===== config.mk =====
export PLATFORM = sky130hd
export DESIGN_NAME = dut_port_arbiter
export DESIGN_NICKNAME = d
export VERILOG_FILES = /design/src/rtl/dut_port_arbiter.sv
export SDC_FILE = /design/constraint.sdc
export NUM_CORES = 1
export LEC_CHECK = 0
export CORE_MARGIN = 1.5
export CORE_UTILIZATION = 45
export CTS_BUF_LIST = sky130_fd_sc_hd__clkbuf_4 sky130_fd_sc_hd__clkbuf_8 sky130_fd_sc_hd__clkbuf_16
export DETAILED_ROUTE_END_ITERATION = 8
export PLACE_DENSITY = 0.82
export SLEW_MARGIN = 30
export SYNTH_ARGS = -nofsm -noshare
export SYNTH_HDL_FRONTEND = slang
export SYNTH_SLANG_ARGS = --single-unit

===== constraint.sdc =====
create_clock -name CLK -period 2.41 [get_ports CLK]
set_input_delay 0.6025 -clock CLK [delete_from_list [all_inputs] [get_ports CLK]]
set_output_delay 0.6025 -clock CLK [all_outputs]
set_load 0.02 [all_outputs]

===== src/rtl/dut_port_arbiter.sv =====
// rtl/dut_port_arbiter.sv - round-robin arbiter sharing the dut write/read methods among NREQ requesters
module dut_port_arbiter #(
    parameter int NREQ    = 4,
    parameter int TIMEOUT = 15
) (
    input  logic              CLK,
    input  logic              RST_N,
    input  logic [NREQ-1:0]   req_valid,
    input  logic [NREQ-1:0]   req_write,
    input  logic [3*NREQ-1:0] req_addr,
    input  logic [NREQ-1:0]   req_wdata,
    output logic [NREQ-1:0]   req_ready,
    output logic [NREQ-1:0]   resp_valid,
    output logic              resp_rdata,
    output logic              resp_err,
    output logic              busy,
    output logic [2:0]        write_address,
    output logic              write_data,
    output logic              write_en,
    input  logic              write_rdy,
    output logic [2:0]        read_address,
    output logic              read_en,
    input  logic              read_data,
    input  logic              read_rdy
);
    localparam int PW = (NREQ > 1) ? $clog2(NREQ) : 1;

    typedef enum logic [1:0] {IDLE, ISSUE, DONE} state_t;

    state_t        state;
    state_t        state_nxt;
    logic [PW-1:0] rr_ptr;
    logic [PW-1:0] owner;
    logic [PW-1:0] cand;
    logic [PW-1:0] grant_idx;
    logic          grant_found;
    logic          cmd_write;
    logic [7:0]    to_cnt;
    logic          rdy;
    logic          timed_out;
    logic          fire;
    logic [2:0]    addr_arr [NREQ];

    always_comb begin
        for (int i = 0; i < NREQ; i++) begin
            addr_arr[i] = req_addr[3*i +: 3];
        end
    end

    // Search upward from the slot after the last-served requester, wrapping.
    always_comb begin
        grant_found = 1'b0;
        grant_idx   = '0;
        cand        = '0;
        for (int i = 1; i <= NREQ; i++) begin
            cand = PW'((int'(rr_ptr) + i) % NREQ);
            if (!grant_found && req_valid[cand]) begin
                grant_found = 1'b1;
                grant_idx   = cand;
            end
        end
    end

    assign rdy       = cmd_write ? write_rdy : read_rdy;
    assign timed_out = (to_cnt == 8'(TIMEOUT));
    // Abort wins over a late rdy so no enable is issued on the abort cycle.
    assign fire      = (state == ISSUE) && rdy && !timed_out;
    assign write_en  = fire && cmd_write;
    assign read_en   = fire && !cmd_write;
    assign busy      = (state != IDLE);
    assign req_ready = ((state == IDLE) && grant_found && RST_N) ? (NREQ'(1) << grant_idx) : '0;
    assign resp_valid = (state == DONE) ? (NREQ'(1) << owner) : '0;

    always_comb begin
        state_nxt = state;
        case (state)
            IDLE:    if (grant_found) state_nxt = ISSUE;
            ISSUE:   if (fire || timed_out) state_nxt = DONE;
            DONE:    state_nxt = IDLE;
            default: state_nxt = IDLE;
        endcase
    end

    always_ff @(posedge CLK or negedge RST_N) begin
        if (!RST_N) begin
            state         <= IDLE;
            rr_ptr        <= PW'(NREQ - 1);
            owner         <= '0;
            cmd_write     <= 1'b0;
            to_cnt        <= '0;
            write_address <= '0;
            write_data    <= 1'b0;
            read_address  <= '0;
            resp_rdata    <= 1'b0;
            resp_err      <= 1'b0;
        end else begin
            state <= state_nxt;
            case (state)
                IDLE: begin
                    if (grant_found) begin
                        owner     <= grant_idx;
                        cmd_write <= req_write[grant_idx];
                        to_cnt    <= '0;
                        if (req_write[grant_idx]) begin
                            write_address <= addr_arr[grant_idx];
                            write_data    <= req_wdata[grant_idx];
                        end else begin
                            read_address  <= addr_arr[grant_idx];
                        end
                    end
                end
                ISSUE: begin
                    if (fire) begin
                        resp_err   <= 1'b0;
                        resp_rdata <= cmd_write ? 1'b0 : read_data;
                    end else if (timed_out) begin
                        resp_err   <= 1'b1;
                        resp_rdata <= 1'b0;
                    end else begin
                        to_cnt <= to_cnt + 8'd1;
                    end
                end
                DONE: rr_ptr <= owner;
                default: ;
            endcase
        end
    end
endmodule


==> run summary, run 1 <==
The run gives 116 um as the routed wire length on met3. The clock drives 24 sinks. The mapped netlist covers 1398 um^2. The most area-hungry cell type in the Yosys netlist is dfrtp_1. The via count is 1341. The slack of the worst reg-to-reg path came out at -0.03 ns. Setup repair after global routing could not meet its margin everywhere. The startpoint of the most critical register-to-register path is rr_ptr[1]. The flop and latch count out of synthesis works out to 24. In this run the top signal layer used is met4. Dominant synthesized flop cell: dfrtp_1. In this run, synthesis inferred 0 flip-flops with an integrated enable.

Global routing used 23.10% of the available tracks. The detailed router put a total of 1707 um of wire on met1. After synthesis, the cell types taking the most area are dfrtp_1 (39%), mux4_1 (7.5%), nand2_1 (4.8%). The finished layout cell area came out at 2231 um^2. Measured against its own limit, the worst slew margin works out to 75.13%.

For the pin with the worst max-slew slack, the measured transition is 0.3679 ns. In this run the deepest clock path goes through 2 buffers. By startpoint and endpoint, the worst setup path is classified as flip-flop to flip-flop. Clock insertion delay at the later pin of the skew report: 0.31 ns.

The number of nets in the synthesized netlist is 166. The placed instance area is 2042 um^2, and the minimum clock period after layout is 2.437 ns. The initial utilization of the core area, before any placement, comes to 46.54%. The mean instance size in the synthesized netlist is 10.28 um^2, and the share of the clock period used by the worst path after layout is 101.1%. The logs give 0.8177 for the final RePlAce weighted congestion and 23 for the largest net degree at the start of global routing. Across the VDD grid, the largest voltage drop is 0.4326 mV. Relative to the synthesized area, the layout overhead comes to 59.62%. The number of buffers added on ports came out at 48. The setup total negative slack is -0.1130 ns, and the share of cells above drive strength 1 is 31.90%. Of the post-synthesis cell area, the dominant cell type holds 39.39%.

The logs give 0 for the max-slew violation total from the final report and 0 for the detailed-route DRC error count. In this run the remaining antenna-violating nets after routing total 0. The first routing iteration left 109 violations. The tools report the power after layout as 0.002484 W.

The clock tree root buffer cell is clkbuf_4. Power spread over the standard cell area amounts to 1114 nW/um^2. Data arrives at the worst endpoint at 2.64 ns. The logs give 0 for the initial antenna violation count and 0 for the hold-fix buffer count after cts. Setup slack of the critical path after layout: -0.02671 ns. Data on the critical path is required at its endpoint by 2.61 ns. Timing would allow up to 410.4 MHz. In this run the most critical hold path is launched from rr_ptr[0].

The number of hold violations in the final report is 0. The run finished, with violations left. The cell with the most instances after synthesis is dfrtp_1. The wire length of the first global-routing pass is 5954 um. The overall die height was 58.73 um. The checks that failed: negative setup slack.

The total leakage power was 1.016 nW. In the routed layout, each cell is associated on average with a via count of 5.519. The synthesized instance count is 136, and the total overflow reported by the global router is 0. Of all nets on the critical path, the largest fanout is 5.

Max-cap violations in this run came to 0. The pre-antenna-repair detailed-routing pass consisted of 4 iterations. The wire-length estimate of the detail-placed layout is 2856 um. Number of top-level pins: 49. In this run the worst hold path is classified as flip-flop to flip-flop. In the final routed layout, each cell accounts on average for 17.21 um.

Clock skew on the completed layout was measured at 0.007226 ns. The Yosys step of the flow raised 0 warnings. The number of distinct library cells after synthesis is 36.

The endpoint class of the critical path was a flip-flop. The worst setup path is launched from a flip-flop. Measured along the x axis, the die boundary spans 58.73 um. In the synthesized netlist, the cells that appear most often are dfrtp_1 (22), nand2_1 (18), nor2_1 (13). In this run the standard cell core region covers 3003 um^2.

Setup violations remaining at the end of the flow were counted as 9. The die footprint was 3449 um^2. In this run the worst setup path begins at rr_ptr[1]. The routed design has 4182 um of wire. In this run the core area contains 20 standard-cell rows. The CTS H-tree depth came out at 1.

In the synthesized netlist the async set-or-reset flop fraction comes to 100.0%. After the last flow step, the layout net total stands at 241. The number of antenna diodes in the final layout is 0.

The total length of routed met2 wires came out at 2280 um. TritonCTS built the clock tree. Sequential elements use 43.15% of the synthesized area.

The run gives 1319 as the via count of the first global-routing pass. Clock-pin slew was measured on the worst setup and hold paths at 0.14 ns. Buffers inserted during clock tree synthesis total 3.
==> cell usage in the layout (no fill, tap or decap), types with 4 or more instances in the layout <==
cell	synthesis	routed
nor2_1	13	10
dfrtp_1	22	22
nand2b_1	6	4
buf_4	0	23
buf_6	1	6
mux2_4	4	9
mux4_1	4	4
nand2_1	18	18
xnor2_1	4	4
nor3_1	4	4
o21ai_0	10	8
clkdlybuf4s50_1	0	34
dlygate4sd2_1	0	7
==> metrics by stage <==
step / setup slack [ns] / cells / hold WS [ns] / util (%)
after floorplan: 0.1229 / 136 / 0.3069 / -
after detailed placement: -0.7854 / 233 / 0.4730 / 68.00
after global routing: -0.09887 / 243 / 0.5394 / 74.29
final: -0.02671 / 243 / 0.5069 / 74.29
after CTS: -0.04825 / 240 / 0.4980 / 71.50
after global placement: -0.7097 / 233 / 0.4639 / 68.00
==> final timing paths <==
kind / end / cells past startpoint
max in group asynchronous: rr_ptr[0] / 2
max reg2reg: write_address[0] / 7
min: rr_ptr[0] / 2
min in group asynchronous: write_data / 2
min reg2reg: rr_ptr[0] / 2
max: write_address[0] / 7
==> area by class of cell <==
class | instances | area, um^2
clock buffer | 3 | 22.52
clock inverter | 1 | 30.03
fill | 200 | 772.0
inverter | 4 | 15.01
multi-input combinational | 105 | 862.1
sequential | 24 | 603.1
tap | 33 | 41.29
timing repair buffer | 73 | 656.9
==> registers in the layout, summed over array words and instances (netlist names) <==
name	cells
resp_err	1
owner	2
cmd_write	1
to_cnt	8
resp_rdata	1
write_data	1
rr_ptr	2
read_address	3
state	2
write_address	3
==> report_power, final <==
group          internal (W)  switching, W
clock              0.000168      0.000120
combinational      0.000803      0.000711
sequential         0.000557      0.000125
==> routing by layer <==
metal  vias to the layer above  global-route usage (%)
li1                        634                       -
met1                       665                   27.84
met2                        36                   40.79
met3                         6                   2.857
met4                         0                   10.71
met5                         -                       0
==> timing repair <==
| item | 4_1_cts | 5_1_grt |
|---|---|---|
| buffers inserted | 3 | 3 |
| pin swaps | 8 | 8 |
| setup endpoints to repair | 19 | 13 |
| resized for setup | 50 | 20 |
==> logic make-up after synthesis <==
logic type	synth area share, %
multiplexers	18.80
XOR/XNOR	2.506
buffers and inverters	2.506
adder cells (fa/ha/maj)	0.8951
AND/OR/NAND/NOR	21.04
AO/OA/AOI/OAI	11.10
flip-flops	43.15
==> worst max-delay path, stage by stage (launching register included) <==
cell	delay, ns
dfstp_2	0.64
mux2i_1	0.24
o21ai_2	0.07
a21oi_2	0.21
buf_6	0.15
buf_4	0.12
mux4_1	0.60
mux2_4	0.30
(Power assumes the default switching activity.)
==> run 2, diff against run 1 <==
--- a/config.mk
+++ b/config.mk
@@ -9,6 +9,7 @@
 export CORE_UTILIZATION = 45
 export CTS_BUF_LIST = sky130_fd_sc_hd__clkbuf_4 sky130_fd_sc_hd__clkbuf_8 sky130_fd_sc_hd__clkbuf_16
 export DETAILED_ROUTE_END_ITERATION = 8
+export HOLD_SLACK_MARGIN = 0.02
 export PLACE_DENSITY = 0.82
 export SLEW_MARGIN = 30
 export SYNTH_ARGS = -nofsm -noshare
==> constraint.sdc (replaced) <==
create_clock -name CLK -period 2.65 [get_ports CLK]
set_input_delay 0.6625 -clock CLK [delete_from_list [all_inputs] [get_ports CLK]]
set_output_delay 0.6625 -clock CLK [all_outputs]
set_load 0.02 [all_outputs]
==> run 2 against run 1 <==
The flow now finishes without violations; critical path depth down 2; core utilization down 4.7 points; clock power down 7%; total power down 17%; sequential power down 7.8%; sequential share of layout area up 1.8 points; register-to-register slack better by 0.25 ns; worst hold slack better by 0.0079 ns; cell count down 3.3%; worst setup slack better by 0.070 ns.
==> run summary, run 2 (same netlist as run 1, synthesis figures left out) <==
The run finished with clean final reports. The logs give 1292 (-2.0%) for the via count of the first global-routing pass and 0.4655 mV (+7.6%) for the worst IR drop on VDD. The largest registers in the layout are to_cnt (8), read_address (3), write_address (3).

The tools report the overall routed net length as 3768 um (-9.9%). Timing would allow up to 383.6 MHz. For the data required time of the worst path, the log shows 1.99 ns (-0.62 ns). The slack of the worst reg-to-reg path is 0.22 ns (+0.25 ns). The worst reg2reg path depth came out at 8 (+1). The tools report the startpoint of the most critical register-to-register path as rr_ptr[1].

The logs give 0 (unchanged) for the max-capacitance violation count and 0 (unchanged) for the max-slew violation total from the final report. Kind of critical path: input pin to output pin. The detail-routed net length per standard cell is 16.03 um (-6.8%), and the share of cells above drive strength 1 is 23.27% (-8.6 points).

The area taken by flip-flops and latches is 603.1 um^2 (unchanged). Wire length of the first global-routing pass: 5920 um (-0.57%). The worst hold path stage count was 2 (unchanged). TritonCTS built the clock tree.

The area of the multi-input gates is 782.0 um^2 (-9.3%). For hold timing, the worst endpoint is resp_err. The via density per instance was 5.455 (-1.1%); the placed instance area was 1997 um^2 (-2.2%). The share of the clock period used by the worst path after layout works out to 98.38%.

The tools report the capture instance of the worst register-to-register path as read_address[1]. The worst clock skew is 0.001923 ns (-0.005303 ns). The clock slew at the register clock pins of the worst setup and hold paths came out at 0.14 ns (about the same).

Leaving out fill and tap cells, the most frequent cell in the layout is clkdlybuf4s50_1. The largest net degree at the start of global routing is 25 (+8.7%). The post-detailed-placement half-perimeter wirelength is 2838 um (-0.65%), and the maximum fanout count along the critical path is 2 (-3). The number of top-level pins was 49 (unchanged); the die footprint was 3449 um^2 (unchanged). The run gives 0 (unchanged) as the count of antenna-violating nets left after detailed routing.

For the hold-fix buffer count after cts, the log shows 0 (unchanged). The tools report the clock tree root buffer cell as clkbuf_4. More flip-flops sit in one register than any other, and that register is to_cnt. The number of buffer and inverter instances along the worst setup path was 2 (unchanged). The total leakage power came out at 0.9300 nW (-8.4%). The power after layout was 0.002069 W (-17%). The via count came out at 1282 (-4.4%). The run gives 233 (-3.3%) as the number of nets at the end of the flow. Setup repair after global routing left no endpoint under its margin. The run gives 0 (unchanged) as the initial antenna violation count. The final count of negative-setup-slack endpoints is 0 (-9).

The overall die width was 58.73 um (unchanged); the final RePlAce weighted congestion was 0.7947 (-2.8%). The total inserted antenna cells is 0 (unchanged), and the finished layout cell area is 2091 um^2 (-6.3%). The logs give 0.32 ns (about the same) for the clock insertion delay at the later pin of the skew report and 4 (unchanged) for the number of detailed-routing iterations run before antenna repair. The overall die height was 58.73 um (unchanged). The detailed-route DRC error count is 0 (unchanged).

For the CTS H-tree depth, the log shows 1 (unchanged). Cell with the biggest individual delay on the critical path: clkdlybuf4s50_1. For the worst hold slack after final layout, the log shows 0.5148 ns (+0.007915 ns). Number of buffers inserted during clock tree synthesis: 3 (unchanged). Subtracting the final worst setup slack from the clock period gives 2.607 ns. The placed instance count came out at 227 (-2.6%). For the number of hold violations in the final report, the log shows 0 (unchanged). The effective utilization at floorplan was 46.54% (unchanged); the longest individual stage delay on the worst path was 0.41 ns (-0.23 ns). The run gives 20 (unchanged) as the cell row count. The run gives 2 (unchanged) as the buffer depth of the longest clock path. The core box area is 3003 um^2 (unchanged). The logs give 236 (+18%) for the fill cell total of the finished layout and 22.80% (-0.30 points) for the all-layer global routing usage. The total overflow reported by the global router is 0 (unchanged), and the cell area power density is 989.6 nW/um^2 (-11%). The library cells used most frequently in the layout, excluding fill and tap cells, are clkdlybuf4s50_1 (38), dfrtp_1 (22), nand2_1 (18).

The number of buffers added on ports is 48 (unchanged). The tools report the number of clock sinks as 24 (unchanged). STA classifies the critical path endpoint as an output pin. The actual slew at the worst max-slew pin came out at 0.3906 ns (+0.02273 ns). The path class of the tightest hold or removal check is flip-flop to flip-flop. For the tightest slew margin relative to the limit, the log shows 73.72% (-1.4 points). The flip-flop count of the largest register after layout is 8 (unchanged). The data arrival time of the critical path came out at 1.94 ns (-0.70 ns). Grouping stages by cell kind, the critical path spends the most delay in buffers and inverters. In this run the most critical hold path is launched from resp_err. The initial DRC count is 73 (-33%).

The worst setup path is launched from an input pin. The critical path goes through clkdlybuf4s50_1, mux2_2, and2_1, and3_1, clkdlybuf4s15_1. Relative to the synthesized area, the layout overhead comes to 49.60%. The run gives 235 (-3.3%) as the number of cells in the finished layout apart from fillers.
-- run 2: stage by stage --
step | setup WS, ns | TNS, ns | utilization [%]
finish | 0.04297 | 0 | 69.63
floorplan | 0.2497 | 0 | -
CTS | 0.01155 | 0 | 68.96
global route | 0.001702 | 0 | 69.63
detailed placement | -0.7349 | -6.372 | 66.50
global placement | -0.5871 | -5.133 | 66.50
-- run 2: how the worst max path moves through the flow --
stage,from,slack [ns],endpoint,cells after the start
after CTS,read_rdy,0.01,write_en,5
after global placement,req_valid[0],-0.59,req_ready[3],7
after detailed placement,req_valid[0],-0.73,req_ready[2],7
after global routing,write_rdy,0.002,write_en,5
after floorplan,req_valid[0],0.25,req_ready[2],5
final,read_rdy,0.04,write_en,5
-- run 2: worst register-to-register path, cell delays in order (launching register included) --
cell     delay [ns]
dfstp_2        0.63
mux2i_1        0.26
o21ai_2        0.08
a21oi_2        0.15
buf_6          0.14
buf_4          0.13
mux2_2         0.34
o22ai_2        0.24
mux2_2         0.37
-- run 2: routing by layer --
metal  part of all wire (%)  GRT usage (%)  vias to the layer above
li1                       -              -                      623
met2                     54          41.27                       25
met3                    2.2          3.297                        6
met1                     41          26.63                      628
met4                    1.9          9.740                        0
met5                      0              0                        -
-- run 2: layout make-up --
| class | instances | share of cell area [%] |
|---|---|---|
| clock buffers | 3 | 1.077 |
| clock inverters | 1 | 1.436 |
| inverters | 4 | 0.7181 |
| multi-input cells | 105 | 37.40 |
| flip-flops and latches | 24 | 28.84 |
| well taps | 33 | 1.975 |
| repair buffers | 65 | 28.55 |
-- run 2: where the power goes --
part | switching, W | internal [W]
registers | 0.000123 | 0.000507
logic | 0.000560 | 0.000611
clock network | 0.000116 | 0.000153
total | 0.000798 | 0.00127
-- run 2: timing repair --
| item | CTS | global route |
|---|---|---|
| endpoints found under the hold margin | 0 | 0 |
| endpoints found under the setup margin | 9 | 9 |
| pin swaps | 4 | 3 |
| buffers inserted | 3 | 1 |
| resized for setup | 28 | 8 |
==> run 3, diff against run 2 <==
--- a/config.mk
+++ b/config.mk
@@ -6,11 +6,12 @@
 export NUM_CORES = 1
 export LEC_CHECK = 0
 export CORE_MARGIN = 1.5
-export CORE_UTILIZATION = 45
+export CORE_UTILIZATION = 55
 export CTS_BUF_LIST = sky130_fd_sc_hd__clkbuf_4 sky130_fd_sc_hd__clkbuf_8 sky130_fd_sc_hd__clkbuf_16
 export DETAILED_ROUTE_END_ITERATION = 8
+export DONT_BUFFER_PORTS = 1
 export HOLD_SLACK_MARGIN = 0.02
-export PLACE_DENSITY = 0.82
+export PLACE_DENSITY = 0.7
 export SLEW_MARGIN = 30
 export SYNTH_ARGS = -nofsm -noshare
 export SYNTH_HDL_FRONTEND = slang
==> run 3 against run 2 <==
Total power shrank 18%; die area shrank 17%; combinational power shrank 30%; clock-buffer cell count grew 1; via count shrank 15%; routed wire length shrank 22%; core utilization shrank 4.5 points; worst hold slack lost 0.37 ns; global-route usage shrank 2.2 points; first-iteration DRC count shrank 74%; sequential power grew 12%; largest cell class unchanged.
==> run summary, run 3 (same netlist as run 1, synthesis figures left out) <==
The library cells used most frequently in the layout, excluding fill and tap cells, are dfrtp_1 (22), nand2_1 (18), buf_4 (13). For the number of hold violations in the final report, the log shows 0 (unchanged). The tools report the count of antenna-violating nets left after detailed routing as 0 (unchanged).

The final RePlAce weighted congestion is 0.8505 (+7.0%), and the actual slew at the worst max-slew pin is 0.6281 ns (+0.2375 ns). The part of the power in registers was 41.4% (+11 points). The initial DRC count was 19 (-74%). The via count of the first global-routing pass is 1007 (-22%), and the data required time of the worst path is 1.99 ns (about the same).

The internal power is 0.0009899 W (-22%). The number of buffers added on ports is 0 (-100%), and the flip-flop count of the largest register after layout is 8 (unchanged). The run gives 27 (+8.0%) as the largest net degree at the start of global routing. STA classifies the critical path startpoint as a flip-flop.

The tools report the final count of negative-setup-slack endpoints as 0 (unchanged). The wire length of the first global-routing pass was 4222 um (-29%); the net switching fraction of the power was 41.61% (+3.0 points). The detail-routed net length per standard cell is 16.05 um (+0.13%).

The minimum clock period after layout came out at 2.535 ns (-0.07220 ns). The detailed-route DRC error count is 0 (unchanged). The class of the tightest hold or removal check is input pin to asynchronous set/reset pin. The overall die height was 53.41 um (-9.1%); the combinational fraction of design power was 48.5% (-8.1 points). The longest individual stage delay on the worst path is 0.59 ns (+0.18 ns), and the data arrival time of the critical path is 1.87 ns (-0.07 ns). The tools report the clock tree root buffer cell as clkbuf_4. The initial antenna violation count is 0 (unchanged).

The worst setup path endpoint is req_ready[0]. Setup total negative slack: 0 ns (unchanged). For the max-capacitance violation count, the log shows 0 (unchanged). The number of top-level pins is 49 (unchanged). The largest registers in the layout are to_cnt (8), read_address (3), write_address (3). The number of clock sinks was 24 (unchanged); the total leakage power was 0.7146 nW (-23%). The total overflow reported by the global router was 0 (unchanged); the cell row count was 18 (-10%).

Source of the critical timing path: rr_ptr[1]. The number of detailed-routing iterations run before antenna repair is 4 (unchanged), and the buffer depth of the longest clock path is 2 (unchanged). The core box area is 2432 um^2 (-19%), and the share of the clock period used by the worst path after layout is 95.65% (-2.7 points). For the worst clock skew, the log shows 0.002993 ns (+0.001071 ns). The clock insertion delay at the later pin of the skew report came out at 0.30 ns (-0.02 ns). The overall die width came out at 53.41 um (-9.1%). Via density per instance: 5.989 (+9.8%).

The setup slack of the critical path after layout is 0.1152 ns (+0.07220 ns), and the worst IR drop on VDD is 0.6019 mV (+29%). The run gives 2853 um^2 (-17%) as the die footprint. The via count came out at 1090 (-15%).

The cell area power density is 1070 nW/um^2 (+8.2%). The proportion of power drawn by the clock network was 10.1% (-2.9 points). The library cell used most frequently in the layout, excluding fill and tap cells, is dfrtp_1. The maximum achievable frequency is 394.5 MHz (+2.8%).

The cell with the biggest individual delay on the critical path was dfstp_2. The slack of the worst reg-to-reg path is 0.30 ns (+0.08 ns), and the effective utilization at floorplan is 57.46% (+11 points). Worst reg2reg path depth: 7 (-1). The run finished with clean final reports. The startpoint identified for the worst register-to-register timing path is rr_ptr[1].

The endpoint class of the critical path was an output pin. The tools report the all-layer global routing usage as 20.63% (-2.2 points). The tools report the capture instance of the worst register-to-register path as read_address[1]. Walking the worst path, the cells encountered are mux2i_1, o21ai_2, a21oi_4, buf_6, inv_1, nor2_1, buf_4.

Relative to the synthesized area, the layout overhead comes to 13.34%. Share of cells above drive strength 1: 24.34% (+1.1 points). TritonCTS built the clock tree.

The worst setup path is of the flip-flop to output pin kind. The clock slew at the register clock pins of the worst setup and hold paths is 0.13 ns (about the same). The maximum fanout count along the critical path works out to 5 (+3).

Total inserted antenna cells: 0 (unchanged). The max-slew violation total from the final report came out at 0 (unchanged). The tightest slew margin relative to the limit is 57.80% (-16 points). The tools report the post-detailed-placement half-perimeter wirelength as 2117 um (-25%). The overall routed net length came out at 2922 um (-22%). The CTS H-tree depth is 1 (unchanged). Setup repair after global routing left no endpoint under its margin. The logs give 183 (-21%) for the number of nets at the end of the flow and 0.2549 ns (+0.9898 ns) for the pre-CTS worst setup slack. Net switching power: 0.0007055 W (-12%). The number of buffers inserted during clock tree synthesis is 3 (unchanged). The register with the most flip-flops in the final layout is to_cnt.
==> run 3: cell types whose count changed in the layout (fill, tap and decap cells not counted), sizes merged <==
cell / change
buf: -6
clkdlybuf4s15: -3
clkdlybuf4s50: -38
dlygate4sd2: -3
bufinv: -1
clkbuf: +1
==> run 3: area by class of cell <==
class | instances | area [um^2]
timing repair buffer | 15 | 128.9
tap | 30 | 37.54
inverter | 4 | 15.01
multi-input combinational | 105 | 769.5
clock buffer | 4 | 30.03
sequential | 24 | 603.1
fill | 194 | 848.3
==> run 3: routing by layer <==
layer / wire length [um] / vias up / track usage, %
met1: 1285 / 541 / 25.23
met4: 31 / 0 / 7.692
met3: 128 / 4 / 3.107
met2: 1476 / 26 / 36.21
met5: 0 / - / 0
li1: - / 519 / -
==> run 3: stage by stage <==
| step | util [%] | hold slack, ns | cells | power [W] | instance area, um^2 |
|---|---|---|---|---|---|
| 2_1_floorplan | - | 0.3669 | 136 | 0.001280 | 1398 |
| 3_3_place_gp | 60.96 | 0.3675 | 172 | 0.001431 | 1483 |
| 3_5_place_dp | 60.96 | 0.3676 | 172 | 0.001463 | 1483 |
| 4_1_cts | 62.65 | 0.02501 | 176 | 0.001652 | 1524 |
| 5_1_grt | 65.12 | 0.1388 | 182 | 0.001802 | 1584 |
| 6_report | 65.12 | 0.1489 | 182 | 0.001695 | 1584 |
==> run 3: worst min-delay path by stage <==
stage                            end  slack (ns)  cells past startpoint
after floorplan            cmd_write        0.37                      0
after global placement    write_data        0.37                      0
after detailed placement  resp_rdata        0.37                      0
after CTS                  to_cnt[5]        0.03                      0
after global routing      write_data        0.14                      1
final                       owner[0]        0.15                      1
==> run 3: repair_timing <==
| item | 4_1_cts | 5_1_grt |
|---|---|---|
| resized for setup | 2 | 1 |
| hold buffers | 0 | 1 |
| endpoints found under the hold margin | 0 | 22 |
| setup buffers | 0 | 5 |
| pin swaps | 0 | 1 |
| cloned | 0 | 0 |
| setup endpoints to repair | 2 | 4 |
==> run 3: critical path: cells and delay by family, from the launching register on <==
family / cells / cell delay, ns
compound gates: 2 / 0.27
buf+inv: 3 / 0.35
flops: 1 / 0.59
mux: 1 / 0.22
simple gates: 1 / 0.13
==> run 3: power by group through the flow <==
stage               combinational [W]  sequential, W  clock (W)
floorplan                    0.000603       0.000676          0
global placement             0.000726       0.000706          0
detailed placement           0.000751       0.000712          0
CTS                          0.000768       0.000706   0.000177
global route                 0.000892       0.000721   0.000188
finish                       0.000822       0.000702   0.000171
